[config.mk]
export PLATFORM = sky130hd
export DESIGN_NAME = evr_rx_decoder_flat
export DESIGN_NICKNAME = d
export VERILOG_FILES = /design/src/rtl/evr_rx_decoder_pkg.sv /design/src/rtl/evr_rx_decoder_if.sv /design/src/rtl/evr_rx_decoder_seg_frame_rx.sv /design/src/rtl/evr_rx_decoder.sv /design/src/flat_wrapper.sv
export SDC_FILE = /design/constraint.sdc
export NUM_CORES = 1
export LEC_CHECK = 0
export CAP_MARGIN = 20
export CORE_MARGIN = 4
export CORE_UTILIZATION = 45
export CTS_CLUSTER_DIAMETER = 30
export DETAILED_ROUTE_END_ITERATION = 10
export PLACE_DENSITY = 0.66
export REMOVE_ABC_BUFFERS = 1
export SYNTH_ARGS = -nofsm -noshare
export SYNTH_HDL_FRONTEND = slang
export SYNTH_SLANG_ARGS = --single-unit
[constraint.sdc]
create_clock -name clk -period 2.9 [get_ports clk]
set_clock_uncertainty 0.2 [all_clocks]
set_input_delay 0.58 -clock clk [delete_from_list [all_inputs] [get_ports clk]]
set_output_delay 0.58 -clock clk [all_outputs]
set_load 0.01 [all_outputs]
[src/rtl/evr_rx_decoder_pkg.sv]
// Shared constants and state types for the event-link RX decoder.
package evr_rx_decoder_pkg;

  localparam logic [7:0] K28_5     = 8'hBC;
  localparam logic [7:0] SEG_START = 8'h5C;
  localparam logic [7:0] SEG_STOP  = 8'h3C;

  typedef enum logic [2:0] {
    ST_IDLE,
    ST_ADDR,
    ST_DATA,
    ST_STOP,
    ST_CHK_HI,
    ST_CHK_LO
  } seg_state_t;

  typedef enum logic {
    PH_DBUS,
    PH_SEG
  } phase_t;

endpackage

[src/rtl/evr_rx_decoder_if.sv]
// Transceiver RX word stream in, segment RAM write port out.
interface evr_rx_decoder_if #(
  parameter int SEG_BYTES  = 16,
  parameter int SEG_ADDR_W = 8
);
  import evr_rx_decoder_pkg::*;

  localparam int WADDR_W = SEG_ADDR_W + $clog2(SEG_BYTES);

  logic                  rx_ready;
  logic [15:0]           rx_data;
  logic [1:0]            rx_isk;
  logic                  seg_we;
  logic [WADDR_W-1:0]    seg_waddr;
  logic [7:0]            seg_wdata;
  logic                  seg_done;
  logic [SEG_ADDR_W-1:0] seg_id;
  logic                  seg_err;

  modport master (
    input  rx_ready, rx_data, rx_isk,
    output seg_we, seg_waddr, seg_wdata, seg_done, seg_id, seg_err
  );

  modport slave (
    output rx_ready, rx_data, rx_isk,
    input  seg_we, seg_waddr, seg_wdata, seg_done, seg_id, seg_err
  );

endinterface

[src/rtl/evr_rx_decoder_seg_frame_rx.sv]
// Segment frame receiver: framing FSM, checksum, staging buffer and commit to segment RAM.
module seg_frame_rx
  import evr_rx_decoder_pkg::*;
#(
  parameter int SEG_BYTES  = 16,
  parameter int SEG_ADDR_W = 8,
  localparam int IDX_W     = $clog2(SEG_BYTES)
) (
  input  logic                        clk,
  input  logic                        rst,
  input  logic                        rx_ready,
  input  logic                        seg_valid,
  input  logic [7:0]                  seg_byte,
  input  logic                        seg_is_k,
  output logic                        seg_we,
  output logic [SEG_ADDR_W+IDX_W-1:0] seg_waddr,
  output logic [7:0]                  seg_wdata,
  output logic                        seg_done,
  output logic [SEG_ADDR_W-1:0]       seg_id,
  output logic                        seg_err
);

  localparam logic [IDX_W-1:0] LAST_IDX = IDX_W'(SEG_BYTES - 1);

  seg_state_t            state_q, state_d;
  logic [15:0]           sum_q;
  logic [SEG_ADDR_W-1:0] addr_q;
  logic [IDX_W-1:0]      idx_q;
  logic [7:0]            chk_hi_q;
  logic                  err_q, err_d;
  logic [7:0]            stage [SEG_BYTES];
  logic                  commit_q;
  logic [IDX_W-1:0]      cidx_q;
  logic [SEG_ADDR_W-1:0] seg_id_q;
  logic                  done_q;

  logic is_start, is_stop;
  logic sum_clear, sum_add, latch_addr, stage_we, idx_clear, idx_inc, latch_hi, commit_start;

  assign is_start = seg_is_k && (seg_byte == SEG_START);
  assign is_stop  = seg_is_k && (seg_byte == SEG_STOP);

  // A start code always wins; losing rx_ready aborts any frame in progress.
  always_comb begin
    state_d      = state_q;
    err_d        = 1'b0;
    sum_clear    = 1'b0;
    sum_add      = 1'b0;
    latch_addr   = 1'b0;
    stage_we     = 1'b0;
    idx_clear    = 1'b0;
    idx_inc      = 1'b0;
    latch_hi     = 1'b0;
    commit_start = 1'b0;
    if (!rx_ready) begin
      if (state_q != ST_IDLE) begin
        err_d   = 1'b1;
        state_d = ST_IDLE;
      end
    end else if (seg_valid) begin
      if (is_start) begin
        state_d   = ST_ADDR;
        sum_clear = 1'b1;
      end else begin
        case (state_q)
          ST_IDLE: ;
          ST_ADDR: begin
            if (seg_is_k) begin
              err_d   = 1'b1;
              state_d = ST_IDLE;
            end else begin
              latch_addr = 1'b1;
              sum_add    = 1'b1;
              idx_clear  = 1'b1;
              state_d    = ST_DATA;
            end
          end
          ST_DATA: begin
            if (seg_is_k) begin
              err_d   = 1'b1;
              state_d = ST_IDLE;
            end else begin
              stage_we = 1'b1;
              sum_add  = 1'b1;
              if (idx_q == LAST_IDX) state_d = ST_STOP;
              else                   idx_inc = 1'b1;
            end
          end
          ST_STOP: begin
            if (is_stop) begin
              state_d = ST_CHK_HI;
            end else begin
              err_d   = 1'b1;
              state_d = ST_IDLE;
            end
          end
          ST_CHK_HI: begin
            if (seg_is_k) begin
              err_d   = 1'b1;
              state_d = ST_IDLE;
            end else begin
              latch_hi = 1'b1;
              state_d  = ST_CHK_LO;
            end
          end
          ST_CHK_LO: begin
            if (!seg_is_k && ({chk_hi_q, seg_byte} == (16'hFFFF - sum_q)))
              commit_start = 1'b1;
            else
              err_d = 1'b1;
            state_d = ST_IDLE;
          end
          default: state_d = ST_IDLE;
        endcase
      end
    end
  end

  always_ff @(posedge clk) begin
    if (rst) begin
      state_q  <= ST_IDLE;
      err_q    <= 1'b0;
      sum_q    <= '0;
      addr_q   <= '0;
      idx_q    <= '0;
      chk_hi_q <= '0;
    end else begin
      state_q <= state_d;
      err_q   <= err_d;
      if (sum_clear)    sum_q <= '0;
      else if (sum_add) sum_q <= sum_q + {8'h00, seg_byte};
      if (latch_addr)   addr_q <= SEG_ADDR_W'(seg_byte);
      if (idx_clear)    idx_q <= '0;
      else if (idx_inc) idx_q <= idx_q + IDX_W'(1);
      if (latch_hi)     chk_hi_q <= seg_byte;
    end
  end

  // Commit reads at one byte per clock, so it always stays ahead of the next frame's staging writes.
  always_ff @(posedge clk) begin
    if (stage_we) stage[idx_q] <= seg_byte;
  end

  always_ff @(posedge clk) begin
    if (rst) begin
      commit_q <= 1'b0;
      cidx_q   <= '0;
      seg_id_q <= '0;
      done_q   <= 1'b0;
    end else begin
      done_q <= commit_q && (cidx_q == LAST_IDX);
      if (commit_start) begin
        commit_q <= 1'b1;
        cidx_q   <= '0;
        seg_id_q <= addr_q;
      end else if (commit_q) begin
        if (cidx_q == LAST_IDX) commit_q <= 1'b0;
        cidx_q <= cidx_q + IDX_W'(1);
      end
    end
  end

  assign seg_we    = commit_q;
  assign seg_waddr = commit_q ? {seg_id_q, cidx_q} : '0;
  assign seg_wdata = commit_q ? stage[cidx_q] : '0;
  assign seg_done  = done_q;
  assign seg_id    = seg_id_q;
  assign seg_err   = err_q;

endmodule

[src/rtl/evr_rx_decoder.sv]
// Event-link RX decoder: event code, distributed bus and segmented-buffer frames.
module evr_rx_decoder
  import evr_rx_decoder_pkg::*;
#(
  parameter int EV_W       = 8,
  parameter int SEG_BYTES  = 16,
  parameter int SEG_ADDR_W = 8
) (
  input  logic                clk,
  input  logic                rst,
  evr_rx_decoder_if.master    bus,
  output logic [EV_W-1:0]     ev,
  output logic [7:0]          dbus
);

  phase_t     phase_q;
  logic [7:0] data_byte;
  logic       data_k;
  logic       force_seg;
  logic       seg_cycle;

  assign data_byte = bus.rx_data[7:0];
  assign data_k    = bus.rx_isk[0];
  assign force_seg = data_k && ((data_byte == SEG_START) || (data_byte == SEG_STOP));
  assign seg_cycle = (phase_q == PH_SEG) || force_seg;

  // Framing K codes resynchronise the DBUS/SEG alternation to the segment stream.
  always_ff @(posedge clk) begin
    if (rst) begin
      phase_q <= PH_DBUS;
      ev      <= '0;
      dbus    <= '0;
    end else begin
      phase_q <= seg_cycle ? PH_DBUS : PH_SEG;
      ev      <= (bus.rx_ready && !bus.rx_isk[1]) ? EV_W'(bus.rx_data[15:8]) : '0;
      if (bus.rx_ready && !seg_cycle && !data_k) dbus <= data_byte;
    end
  end

  seg_frame_rx #(
    .SEG_BYTES  (SEG_BYTES),
    .SEG_ADDR_W (SEG_ADDR_W)
  ) u_seg_frame_rx (
    .clk       (clk),
    .rst       (rst),
    .rx_ready  (bus.rx_ready),
    .seg_valid (bus.rx_ready && seg_cycle),
    .seg_byte  (data_byte),
    .seg_is_k  (data_k),
    .seg_we    (bus.seg_we),
    .seg_waddr (bus.seg_waddr),
    .seg_wdata (bus.seg_wdata),
    .seg_done  (bus.seg_done),
    .seg_id    (bus.seg_id),
    .seg_err   (bus.seg_err)
  );

endmodule

[src/flat_wrapper.sv]
// flat-port wrapper written by rule: the top's interface ports become plain ports
module evr_rx_decoder_flat import evr_rx_decoder_pkg::*;
#(
  parameter int EV_W       = 8,
  parameter int SEG_BYTES  = 16,
  parameter int SEG_ADDR_W = 8
)
  (clk, rst, ev, dbus, bus_rx_ready, bus_rx_data, bus_rx_isk, bus_seg_we, bus_seg_waddr, bus_seg_wdata, bus_seg_done, bus_seg_id, bus_seg_err);
  evr_rx_decoder_if #(.SEG_BYTES(SEG_BYTES), .SEG_ADDR_W(SEG_ADDR_W)) bus_i ();
  input  logic clk;
  input  logic rst;
  output logic [EV_W-1:0] ev;
  output logic [7:0] dbus;
  input wire logic [$bits(bus_i.rx_ready)-1:0] bus_rx_ready;
  input wire logic [$bits(bus_i.rx_data)-1:0] bus_rx_data;
  input wire logic [$bits(bus_i.rx_isk)-1:0] bus_rx_isk;
  output wire logic [$bits(bus_i.seg_we)-1:0] bus_seg_we;
  output wire logic [$bits(bus_i.seg_waddr)-1:0] bus_seg_waddr;
  output wire logic [$bits(bus_i.seg_wdata)-1:0] bus_seg_wdata;
  output wire logic [$bits(bus_i.seg_done)-1:0] bus_seg_done;
  output wire logic [$bits(bus_i.seg_id)-1:0] bus_seg_id;
  output wire logic [$bits(bus_i.seg_err)-1:0] bus_seg_err;
  assign bus_i.rx_ready = bus_rx_ready;
  assign bus_i.rx_data = bus_rx_data;
  assign bus_i.rx_isk = bus_rx_isk;
  assign bus_seg_we = bus_i.seg_we;
  assign bus_seg_waddr = bus_i.seg_waddr;
  assign bus_seg_wdata = bus_i.seg_wdata;
  assign bus_seg_done = bus_i.seg_done;
  assign bus_seg_id = bus_i.seg_id;
  assign bus_seg_err = bus_i.seg_err;
  evr_rx_decoder #(.EV_W(EV_W), .SEG_BYTES(SEG_BYTES), .SEG_ADDR_W(SEG_ADDR_W)) u_core (.clk(clk), .rst(rst), .bus(bus_i), .ev(ev), .dbus(dbus));
endmodule
==> impl_results.md <==
- Status: finished with violations
- Violated checks: negative setup slack
- Max-capacitance violation count: 0
- Worst-Skew Late Latency: approximately 0.50 ns
- Port Buffer Count: 67
- Final ANT Viol Nets: 0
- RSZ-0062 raised after global routing: true
- DIE WIDTH: roughly 150 um
- LEAKAGE: roughly 4.0 nW
- Die height: between 100 and 150 um
- Routed via count: between 5000 and 6000
- Die area: ~21000 um^2
- Synth Register Bits: 203
- ANT cells: 0
- Vias per cell: between 5 and 6
- Synth Area per Inst: 14.1 um^2
- Top delay family on crit path: multiplexers
- Worst hold path class: flop to flop
- Global-route wire length before repair: approximately 33000 um
- Sequential area share after synthesis: around 62%
- Crit path max fanout: 6
- F_max: between 0.3 and 0.4 GHz
- Synthesis Warnings: 0
- H-tree Lvls: 2
- Critical path's slowest cell: mux4_2
- CTS Sinks: 203
- Pre-antenna DRT Iters: 5
- Vias in the first global route: between 5000 and 6000
- EDFF count, synth: 128
- Initial antenna violation count: 0
- Area Growth Syn to Fin: 33.8%
- Placed wire-length estimate: 14000 um
- Worst Path Buf+Inv: 3
- Clk pin slew, worst setup/hold paths: approximately 0.050 ns
- Wire per inst: ~20 um
- Final period utilization: 112%
- Final Hold Viols: 0
- DR DRC count: 0
- Largest net degree at the start of global routing: 29
- TritonCTS clock tree: done
- Crit path required time: around 2.1 ns
- Fin cells: 1029
- Dpl ws: -0.332 ns
- CP max stage delay: around 0.56 ns
- GPL Wtd Cong: between 0.8 and 0.9
- Hold slack final: 0.267 ns
- Slew Limit Fails: 0
- Synth Instances: 608
- Nets: 801
- DRT iter0 DRCs: about 500
- Gr usage total: between 20% and 30%
- Maximum VDD drop: 0.379 mV
- Fin worst setup slack: -0.362 ns
- CTS Buffer Depth: 3
- Fill cells: 1387
- Share of cells above drive strength 1: 27.0%
- Tightest Pin Transition: 0.696 ns
- Setup violations, final: 8
- Syn Std Cell Area: around 8600 um^2
- Num CTS Buffers: 38
- Primary FF master, synth: edfxtp_1
- Worst Setup End Kind: primary output
- Top Ports: between 60 and 70
- Yosys cell types: 63
- Final WL: 21000 um
- Post-synthesis async set-or-reset flop share: 0%
- Worst Path Arrival: 2.48 ns
- Clk root buf: clkbuf_16
- Pwr Density: about 680 nW/um^2
- Initial core utilization: 45.8%
- Grt total ovfl: 0
- Site Rows: 50
- Worst-path cell chain: buf_6, buf_12, mux4_2, mux4_2, and2_4, buf_6
- Final min period: roughly 3.3 ns
- Core Box Area: about 19000 um^2
- Dpl cells: roughly 950
- Post-CTS Hold Buffers: 0
- Critical path type: flop to primary output
- Nature of the critical path startpoint: flop
- Rel. slew slack: roughly 53%
==> flip-flops by register name, summed over array words and instances (netlist names), named ones only <==
name / flops
u_core.u_seg_frame_rx.stage: 128
u_core.u_seg_frame_rx.sum_q: 16
u_core.dbus: 8
u_core.ev: 8
u_core.u_seg_frame_rx.addr_q: 8
u_core.u_seg_frame_rx.chk_hi_q: 8
u_core.u_seg_frame_rx.seg_id: 8
u_core.u_seg_frame_rx.cidx_q: 4
u_core.u_seg_frame_rx.idx_q: 4
u_core.u_seg_frame_rx.state_q: 3
u_core.phase_q: 1
u_core.u_seg_frame_rx.seg_done: 1
u_core.u_seg_frame_rx.seg_err: 1
u_core.u_seg_frame_rx.seg_we: 1
==> cell type report <==
class	instances	area [um^2]	area share, %
Multi-Input combinational cell	365	3050	26.6
Timing Repair Buffer	149	1400	12.2
Clock inverter	26	319	2.78
Inverter	8	30.0	0.262
Clock buffer	44	1030	9.02
Sequential cell	203	5350	46.6
Tap cell	234	293	2.55
==> worst paths after layout <==
kind / from / end / slack (ns) / cells after the start
setup / recovery: flop / bus_seg_wdata[7] / -0.36 / 6
hold / removal: u_core.u_seg_frame_rx.sum_q[3]$_SDFFE_PP0P_ / u_core.u_seg_frame_rx.sum_q[3]$_SDFFE_PP0P_ / 0.27 / 2
setup reg to reg: u_core.u_seg_frame_rx.sum_q[0]$_SDFFE_PP0P_ / u_core.u_seg_frame_rx.sum_q[12]$_SDFFE_PP0P_ / 0.46 / 8
hold reg to reg: u_core.u_seg_frame_rx.sum_q[3]$_SDFFE_PP0P_ / u_core.u_seg_frame_rx.sum_q[3]$_SDFFE_PP0P_ / 0.27 / 2
==> routing by layer <==
metal | track usage (%) | share of wire [%] | up-vias
li1 | - | - | 2638
met1 | 25.8 | 42 | 2775
met2 | 33.6 | 49 | 205
met3 | 4.48 | 5.9 | 52
met4 | 7.06 | 3.3 | 0
met5 | 0 | 0 | -
==> worst min-delay path, stage by stage (launching register included) <==
cell and delay (ns):
dfxtp_1 0.31, nand2_1 0.06, a21oi_1 0.05
==> stage by stage <==
stage               power [mW]  TNS [ns]  utilization (%)  area [um^2]
finish                    7.84     -2.59             61.3        11500
global route              8.07     -3.14             61.3        11500
CTS                       7.92     -3.08             61.6        11500
detailed placement        3.38    -18.56             53.6        10000
global placement          3.37    -13.75             53.6        10000
floorplan                 3.22     -4.89                -         8420
==> cells in the final DEF (no fill, tap or decap), types with 6 or more instances in the layout <==
| cell | Yosys | routed |
|---|---|---|
| xor2_1 | 7 | 7 |
| o21ai_0 | 16 | 16 |
| and2_1 | 29 | 26 |
| buf_6 | 1 | 9 |
| ha_1 | 14 | 14 |
| nor2_1 | 49 | 49 |
| clkdlybuf4s50_1 | 0 | 58 |
| mux4_2 | 40 | 40 |
| inv_1 | 8 | 8 |
| a21oi_1 | 26 | 26 |
| buf_4 | 6 | 68 |
| mux2i_1 | 28 | 28 |
| clkbuf_16 | 0 | 39 |
| nand3_1 | 19 | 19 |
| clkinv_4 | 0 | 6 |
| dfxtp_1 | 75 | 74 |
| nand2_1 | 29 | 29 |
| nor3_1 | 15 | 15 |
| edfxtp_1 | 128 | 128 |
| nand4_1 | 7 | 7 |
| xnor2_1 | 14 | 14 |
| buf_12 | 0 | 9 |
==> logic make-up after synthesis <==
kind of cell | Yosys count | share of synthesized area, %
buf+inv | 40 | 2.16
xor+xnor | 21 | 2.15
compound gates | 75 | 5.58
mux | 69 | 13.9
fa+ha+maj | 15 | 2.28
flops | 203 | 62.4
simple gates | 185 | 11.6
==> where the power goes <==
group | internal (mW) | leakage (nW) | switching (mW)
Sequential | 3.08 | 1.76 | 0.00792
Clock | 3.03 | 0.649 | 1.49
Combinational | 0.102 | 1.59 | 0.133
Total | 6.21 | 4.00 | 1.63
==> timing repair <==
item / 4_1_cts / 5_1_grt
pin swaps: 7 / 0
endpoints found under the setup margin: 8 / 8
buffers inserted: 8 / 1
resized for setup: 45 / 3
cloned: 2 / 0
==> Yosys cell counts (2+ instances only) <==
cell type,n,share of area [%]
a2111oi_0,2,0.20
a211oi_1,2,0.18
a21o_1,3,0.26
a21oi_1,26,1.5
a22oi_1,3,0.26
a311oi_1,2,0.20
a31o_2,3,0.31
and2_1,29,2.1
and3_1,4,0.29
buf_1,5,0.22
buf_2,4,0.23
buf_4,6,0.53
clkbuf_1,16,0.70
dfxtp_1,75,18
edfxtp_1,128,45
ha_1,14,2.0
inv_1,8,0.35
mux2i_1,28,3.3
mux4_2,40,11
nand2_1,29,1.3
nand2b_1,4,0.29
nand3_1,19,1.1
nand4_1,7,0.51
nor2_1,49,2.1
nor2b_1,4,0.29
nor3_1,15,0.88
nor3b_1,2,0.18
nor4_1,3,0.22
nor4b_1,2,0.20
o211ai_1,2,0.18
o21a_1,2,0.18
o21ai_0,16,0.93
o21ai_1,2,0.12
or3_1,4,0.29
or4_1,3,0.26
xnor2_1,14,1.4
xor2_1,7,0.72
Note: power is estimated with default switching activity, not from simulation.
